File: config.mk
export PLATFORM = sky130hd
export DESIGN_NAME = lc3_control_fsm
export DESIGN_NICKNAME = d
export VERILOG_FILES = /design/src/rtl/lc3_ctrl_pkg.sv /design/src/rtl/lc3_ctrl_decode.sv /design/src/rtl/lc3_control_fsm.sv
export SDC_FILE = /design/constraint.sdc
export NUM_CORES = 1
export LEC_CHECK = 0
export BUFFER_PORTS_ARGS = -buffer_cell sky130_fd_sc_hd__clkbuf_2
export CORE_UTILIZATION = 35
export CTS_BUF_LIST = sky130_fd_sc_hd__clkbuf_8
export DETAILED_ROUTE_END_ITERATION = 8
export PLACE_DENSITY_LB_ADDON = 0.05
export SYNTH_ARGS = -nofsm -noshare
export SYNTH_HDL_FRONTEND = slang
export SYNTH_SLANG_ARGS = --single-unit
File: constraint.sdc
create_clock -name clk -period 2.1 [get_ports clk]
set_input_delay 0.105 -clock clk [delete_from_list [all_inputs] [get_ports clk]]
set_output_delay 0.105 -clock clk [all_outputs]
set_load 0.03 [all_outputs]
File: src/rtl/lc3_ctrl_pkg.sv
// lc3_ctrl_pkg: state codes, opcodes, select encodings and the control-word layout
package lc3_ctrl_pkg;
  typedef enum logic [4:0] {
    S_F0 = 5'd0, S_F1, S_F2, S_DEC, S_ALU, S_BR, S_JMP, S_JSR1, S_JSR2, S_ADR, S_LEA,
    S_M1, S_IND, S_MEM, S_WB, S_ST, S_WR, S_T1, S_T2, S_T3, S_HALT
  } state_t;
  localparam logic [3:0] OP_BR = 4'h0, OP_ADD = 4'h1, OP_LD = 4'h2, OP_ST = 4'h3;
  localparam logic [3:0] OP_JSR = 4'h4, OP_AND = 4'h5, OP_LDR = 4'h6, OP_STR = 4'h7;
  localparam logic [3:0] OP_RTI = 4'h8, OP_NOT = 4'h9, OP_LDI = 4'hA, OP_STI = 4'hB;
  localparam logic [3:0] OP_JMP = 4'hC, OP_RES = 4'hD, OP_LEA = 4'hE, OP_TRAP = 4'hF;
  localparam logic [1:0] ALU_ADD = 2'b00, ALU_AND = 2'b01, ALU_NOT = 2'b10, ALU_PASS = 2'b11;
  localparam logic [1:0] PC_INC = 2'b00, PC_EAB = 2'b01, PC_BUS = 2'b10;
  localparam logic [1:0] EAB2_ZERO = 2'b00, EAB2_OFF6 = 2'b01, EAB2_OFF9 = 2'b10, EAB2_OFF11 = 2'b11;
  localparam logic MAR_ZEXT = 1'b0, MAR_EAB = 1'b1;
  // Field order matches the top-level output port order so it can be unpacked in one assign
  typedef struct packed {
    logic [1:0] alu;
    logic       ena_alu, ena_marm, ena_mdr, ena_pc, sel_mar, sel_eab1;
    logic [1:0] sel_eab2, sel_pc;
    logic       sel_mdr, ld_pc, ld_ir, ld_mar, ld_mdr, ld_cc, reg_we, mem_we, halted;
  } ctrl_t;
endpackage

File: src/rtl/lc3_ctrl_decode.sv
// lc3_ctrl_decode: Moore output decode from current state, IR and the latched branch decision
module lc3_ctrl_decode import lc3_ctrl_pkg::*; #(
  parameter int DATA_W = 16,
  parameter int REG_AW = 3,
  parameter logic [7:0] HALT_VECT = 8'h25
) (
  input  state_t              state,
  input  logic [DATA_W-1:0]   ir,
  input  logic                ben,
  output ctrl_t               ctrl,
  output logic [REG_AW-1:0]   sr1,
  output logic [REG_AW-1:0]   sr2,
  output logic [REG_AW-1:0]   dr,
  output logic                halt_vec
);
  logic [3:0] op;
  logic       rel;
  assign op = ir[DATA_W-1 -: 4];
  assign rel = op == OP_LDR || op == OP_STR;
  assign halt_vec = ir[7:0] == HALT_VECT;
  always_comb begin
    ctrl = '0;
    sr1 = '0;
    sr2 = '0;
    dr = '0;
    case (state)
      S_F0: begin ctrl.ena_pc = 1'b1; ctrl.ld_mar = 1'b1; ctrl.ld_pc = 1'b1; ctrl.sel_pc = PC_INC; end
      S_F1, S_M1, S_MEM: begin ctrl.sel_mdr = 1'b1; ctrl.ld_mdr = 1'b1; end
      S_F2: begin ctrl.ena_mdr = 1'b1; ctrl.ld_ir = 1'b1; end
      S_ALU: begin
        ctrl.alu = op == OP_ADD ? ALU_ADD : op == OP_AND ? ALU_AND : ALU_NOT;
        ctrl.ena_alu = 1'b1; ctrl.reg_we = 1'b1; ctrl.ld_cc = 1'b1;
        dr = REG_AW'(ir[11:9]); sr1 = REG_AW'(ir[8:6]); sr2 = REG_AW'(ir[2:0]);
      end
      S_BR: begin ctrl.sel_eab2 = EAB2_OFF9; ctrl.sel_pc = PC_EAB; ctrl.ld_pc = ben; end
      S_JMP: begin
        ctrl.sel_eab1 = 1'b1; ctrl.sel_eab2 = EAB2_ZERO; ctrl.sel_pc = PC_EAB; ctrl.ld_pc = 1'b1;
        sr1 = REG_AW'(ir[8:6]);
      end
      S_JSR1, S_T1: begin ctrl.ena_pc = 1'b1; ctrl.reg_we = 1'b1; dr = REG_AW'(3'd7); end
      // IR[11] selects PC-relative JSR over register-based JSRR
      S_JSR2: begin
        ctrl.ld_pc = 1'b1; ctrl.sel_pc = PC_EAB;
        ctrl.sel_eab1 = !ir[11]; ctrl.sel_eab2 = ir[11] ? EAB2_OFF11 : EAB2_ZERO;
        sr1 = ir[11] ? '0 : REG_AW'(ir[8:6]);
      end
      S_ADR: begin
        ctrl.sel_mar = MAR_EAB; ctrl.ld_mar = 1'b1;
        ctrl.sel_eab1 = rel; ctrl.sel_eab2 = rel ? EAB2_OFF6 : EAB2_OFF9;
        sr1 = rel ? REG_AW'(ir[8:6]) : '0;
      end
      S_LEA: begin
        ctrl.ena_marm = 1'b1; ctrl.sel_mar = MAR_EAB; ctrl.sel_eab2 = EAB2_OFF9;
        ctrl.reg_we = 1'b1; ctrl.ld_cc = 1'b1; dr = REG_AW'(ir[11:9]);
      end
      S_IND: begin ctrl.ena_mdr = 1'b1; ctrl.ld_mar = 1'b1; end
      S_WB: begin ctrl.ena_mdr = 1'b1; ctrl.reg_we = 1'b1; ctrl.ld_cc = 1'b1; dr = REG_AW'(ir[11:9]); end
      S_ST: begin
        ctrl.ena_alu = 1'b1; ctrl.alu = ALU_PASS; ctrl.ld_mdr = 1'b1; sr1 = REG_AW'(ir[11:9]);
      end
      S_WR: ctrl.mem_we = 1'b1;
      S_T2: begin ctrl.sel_mar = MAR_ZEXT; ctrl.ena_marm = 1'b1; ctrl.ld_mar = 1'b1; end
      S_T3: begin ctrl.ena_mdr = 1'b1; ctrl.sel_pc = PC_BUS; ctrl.ld_pc = 1'b1; end
      S_HALT: ctrl.halted = 1'b1;
      default: ;
    endcase
  end
endmodule

File: src/rtl/lc3_control_fsm.sv
// lc3_control_fsm: multi-cycle LC-3 sequencer; state register, next-state logic and reset-gated outputs
module lc3_control_fsm import lc3_ctrl_pkg::*; #(
  parameter int DATA_W = 16,
  parameter int REG_AW = 3,
  parameter bit MEM_HANDSHAKE = 1'b1,
  parameter logic [7:0] HALT_VECT = 8'h25
) (
  input  logic              clk,
  input  logic              reset,
  input  logic [DATA_W-1:0] IR,
  input  logic              N,
  input  logic              Z,
  input  logic              P,
  input  logic              mem_ready,
  output logic [1:0]        aluControl,
  output logic              enaALU,
  output logic              enaMARM,
  output logic              enaMDR,
  output logic              enaPC,
  output logic              selMAR,
  output logic              selEAB1,
  output logic [1:0]        selEAB2,
  output logic [1:0]        selPC,
  output logic              selMDR,
  output logic              ldPC,
  output logic              ldIR,
  output logic              ldMAR,
  output logic              ldMDR,
  output logic              ldCC,
  output logic [REG_AW-1:0] SR1,
  output logic [REG_AW-1:0] SR2,
  output logic [REG_AW-1:0] DR,
  output logic              regWE,
  output logic              memWE,
  output logic              halted,
  output logic [4:0]        state_dbg
);
  state_t            state_q, state_d;
  logic              ben_q, ben_d, go, halt_vec;
  logic [3:0]        op;
  ctrl_t             dec, c;
  logic [REG_AW-1:0] sr1, sr2, dr;
  assign op = IR[DATA_W-1 -: 4];
  assign go = !MEM_HANDSHAKE || mem_ready;
  lc3_ctrl_decode #(.DATA_W(DATA_W), .REG_AW(REG_AW), .HALT_VECT(HALT_VECT)) u_dec (
    .state(state_q), .ir(IR), .ben(ben_q), .ctrl(dec), .sr1(sr1), .sr2(sr2), .dr(dr), .halt_vec(halt_vec)
  );
  // Branch condition is captured in DEC so NZP never reaches the outputs combinationally
  always_comb begin
    ben_d = state_q == S_DEC ? (IR[11] & N) | (IR[10] & Z) | (IR[9] & P) : ben_q;
    state_d = S_F0;
    case (state_q)
      S_F0: state_d = S_F1;
      S_F1: state_d = go ? S_F2 : S_F1;
      S_F2: state_d = S_DEC;
      S_DEC:
        case (op)
          OP_BR: state_d = S_BR;
          OP_ADD, OP_AND, OP_NOT: state_d = S_ALU;
          OP_LD, OP_LDR, OP_LDI, OP_ST, OP_STR, OP_STI: state_d = S_ADR;
          OP_LEA: state_d = S_LEA;
          OP_JSR: state_d = S_JSR1;
          OP_JMP: state_d = S_JMP;
          OP_TRAP: state_d = S_T1;
          default: state_d = S_HALT;
        endcase
      S_JSR1: state_d = S_JSR2;
      S_ADR: state_d = op == OP_LDI || op == OP_STI ? S_M1 : op == OP_ST || op == OP_STR ? S_ST : S_MEM;
      S_M1: state_d = go ? S_IND : S_M1;
      S_IND: state_d = op == OP_STI ? S_ST : S_MEM;
      S_MEM: state_d = go ? (op == OP_TRAP ? S_T3 : S_WB) : S_MEM;
      S_ST: state_d = S_WR;
      S_WR: state_d = go ? S_F0 : S_WR;
      S_T1: state_d = halt_vec ? S_HALT : S_T2;
      S_T2: state_d = S_MEM;
      S_HALT: state_d = S_HALT;
      default: state_d = S_F0;
    endcase
  end
  always_ff @(posedge clk or negedge reset) begin
    if (!reset) begin
      state_q <= S_F0;
      ben_q <= 1'b0;
    end else begin
      state_q <= state_d;
      ben_q <= ben_d;
    end
  end
  assign c = reset ? dec : '0;
  assign {aluControl, enaALU, enaMARM, enaMDR, enaPC, selMAR, selEAB1, selEAB2, selPC,
          selMDR, ldPC, ldIR, ldMAR, ldMDR, ldCC, regWE, memWE, halted} = c;
  assign SR1 = reset ? sr1 : '0;
  assign SR2 = reset ? sr2 : '0;
  assign DR = reset ? dr : '0;
  assign state_dbg = state_q;
endmodule

==> impl_metrics.ini <==
[detailed_routing]
drc = 0
met2WireLength_mm = 2.209
wl_per_cell_um = 16.07
drt-pass1-iter-count = 4
vias = 1739
highest_layer = met4
final_antenna_net_count = 0
vias_per_cell = 5.935
wl_met3_um = 390
wl_met1_mm = 2.039
wirelength_mm = 4.708
drt_iter0_drc = 132

[floorplan]
ios = 57
core-area_sq_um = 3661
die_area_sq_um = 4084
rows = 22
fp.dieW_um = 63.91
floorplan.initialDensity_pct = 36.64
die_y_um = 63.91

[sta]
period_minus_slack_ns = 1.977
tightestPinTransition_ns = 0.5057
hold_slack_ns = 0.2516
fmax_mhz = 505.7
setup_viol = 0
period_share_pct = 94.16
slew_viol_final = 0
slew_headroom_pct = 65.81
rsz0062_at_grt = false
fin_skew_ns = 0.003880
hold_viol = 0
fin_setup_tns_ns = 0

[power]
vdd.ir_drop.worst_uv = 644.0
power_leakage_uw = 0.0008161
power_density_nw_per_um2 = 1184

[cells_and_area]
syn2layout_area_growth_pct = 30.78
num_antenna_cells = 0
final_area_sq_um = 1754
final_core_util_pct = 47.92
nets = 269
drive_gt1_share_pct = 37.14
layoutNonFillerInstCount = 293

[logic_synthesis]
synth_nets = 213
yosysWarnings = 0
yosysSeqAreaShare_pct = 11.19
syn_inst = 191
synth_area_per_cell_sq_um = 7.022
synth_cell_type_count = 60
synth-compound-area-share_pct = 31.06
async_flop_share_pct = 100.0
synthAdderAreaFrac_pct = 0
synth_ff_type = dfrtp_1
synth_edf_count = 0
syn-cell-area_sq_um = 1341
ys_ff_latch = 6
synthMuxAreaShare_pct = 0
synthXorXnorAreaFrac_pct = 1.306
synth-simple-area-share_pct = 45.71
synth_top_family_by_area = simple AND/OR/NAND/NOR gates

[placed_design]
dpl_cell_area_sq_um = 1672
routabilityCongestion = 0.9202
port_buffers = 56
dp_cells = 289
hpwl_mm = 3.542

[global_route]
grt_pass1_wl_mm = 7.445
grt.overflow.total = 0
grt_max_degree = 33
grt_usage_pct = 22.76
grt_pass1_vias = 1582
antenna_found_initial = 0

[worst_setup_path]
cp.arrival_ns = 1.87
crit_fanout = 12
crit_required_ns = 2.00
critPathLaunchType = flop
path_class = flop to primary output
worstSetupEndpointType = primary output
critPathSlowestCell = dfrtp_2
crit_buf_inv = 1
cpLargestDelayFamily = flip-flops
slowest_delay_ns = 0.50
path_cells = nor2b_2, nand4_1, a31oi_2, a22o_1, clkbuf_2

[clock_network]
clk_pin_slew_ns = 0.04
clk_latency_ns = 0.23
clock_path_buffers = 2
cts_tree = built
cts_sinks = 6
cts_buffers = 3
post-cts-setup-buffers = 0
htree_levels = 1
cts_root_buf = clkbuf_8

[min_path]
hold_path.class = input pin to flop

[flow_run]
cap_viol_max_count = 0

[status]
status = completed
==> final timing paths <==
kind | start | endpoint | cells after the start | slack [ns]
max | state_dbg[0]$_DFF_PN0_ | SR1[2] | 5 | 0.12
min reg2reg | ben_q$_DFFE_PN0P_ | ben_q$_DFFE_PN0P_ | 2 | 0.52
max in group asynchronous | reset | state_dbg[4]$_DFF_PN0_ | 3 | 1.51
min | N | ben_q$_DFFE_PN0P_ | 3 | 0.25
min in group asynchronous | reset | state_dbg[0]$_DFF_PN0_ | 3 | 0.41
max reg2reg | state_dbg[4]$_DFF_PN0_ | state_dbg[3]$_DFF_PN0_ | 5 | 0.43
==> cells in the mapped netlist (all sizes together) (5+ instances only) <==
| master | instances | area, sq um |
|---|---|---|
| a21oi | 12 | 60.06 |
| buf | 15 | 113.9 |
| dfrtp | 6 | 150.1 |
| inv | 5 | 18.76 |
| nand2 | 20 | 75.07 |
| nand2b | 6 | 37.54 |
| nand3 | 6 | 30.03 |
| nor2 | 17 | 71.32 |
| nor2b | 6 | 37.54 |
| nor3 | 8 | 45.04 |
| nor3b | 7 | 57.55 |
| o21ai | 8 | 40.03 |
==> cells in the final DEF, fill, tap and decap left out, types with 3 or more instances in the layout <==
cell type	Yosys	routed
or3_1	3	3
a21oi_1	12	12
a22o_1	3	3
nor3_1	7	6
nor2_1	16	16
nand3_1	6	6
nand4_1	4	4
clkbuf_8	0	3
nand2_1	20	20
inv_1	4	4
o21ai_0	7	7
and2_1	3	3
clkbuf_2	0	56
buf_4	3	10
nor2b_1	6	4
nor3b_1	6	5
nand2b_1	6	6
o22ai_1	4	4
a21o_1	4	4
dfrtp_2	0	4
==> where the power goes <==
part | leakage (uW) | internal (uW) | switching (uW)
clock network | 0.0000216 | 124 | 54.9
registers | 0.0000699 | 170 | 128
logic | 0.000725 | 580 | 1020
==> state kept, by name (all words and copies together) (netlist names) <==
register	count
state_dbg	5
ben_q	1
==> kinds of logic after synthesis <==
logic type,Yosys count
xor+xnor,2
compound gates,57
simple gates,103
buf+inv,23
flops,6
==> tightest hold or removal path, cell delays in order <==
cell,delay [ns]
clkbuf_2,0.08
a222oi_1,0.09
a21oi_1,0.16
==> metal layers <==
metal | global-route usage [%] | up-vias
met5 | 0 | -
met4 | 6.534 | 0
met3 | 4.107 | 10
met2 | 37.50 | 106
met1 | 29.97 | 801
li1 | - | 822
==> timing repair <==
item,4_1_cts,5_1_grt
hold buffers,1,0
endpoints found under the hold margin,6,0
setup endpoints to repair,6,5
gates resized for setup,4,6
pin swaps,0,0
cloned,0,0
==> final cells by class <==
type	count	area [sq um]
fillers	362	1907
well taps	48	60.06
clock buffers	3	41.29
multi-input cells	162	1082
flip-flops and latches	6	155.1
repair buffers	69	396.6
inverters	5	18.77
==> stage by stage <==
step / total power [uW] / setup slack [ns]
finish: 2078 / 0.1227
global route: 2218 / 0.02163
CTS: 2043 / 0.001631
detailed placement: 1846 / 0.1673
global placement: 1868 / 0.2289
floorplan: 1445 / 0.1001
Power figures use the tool's default switching activity.
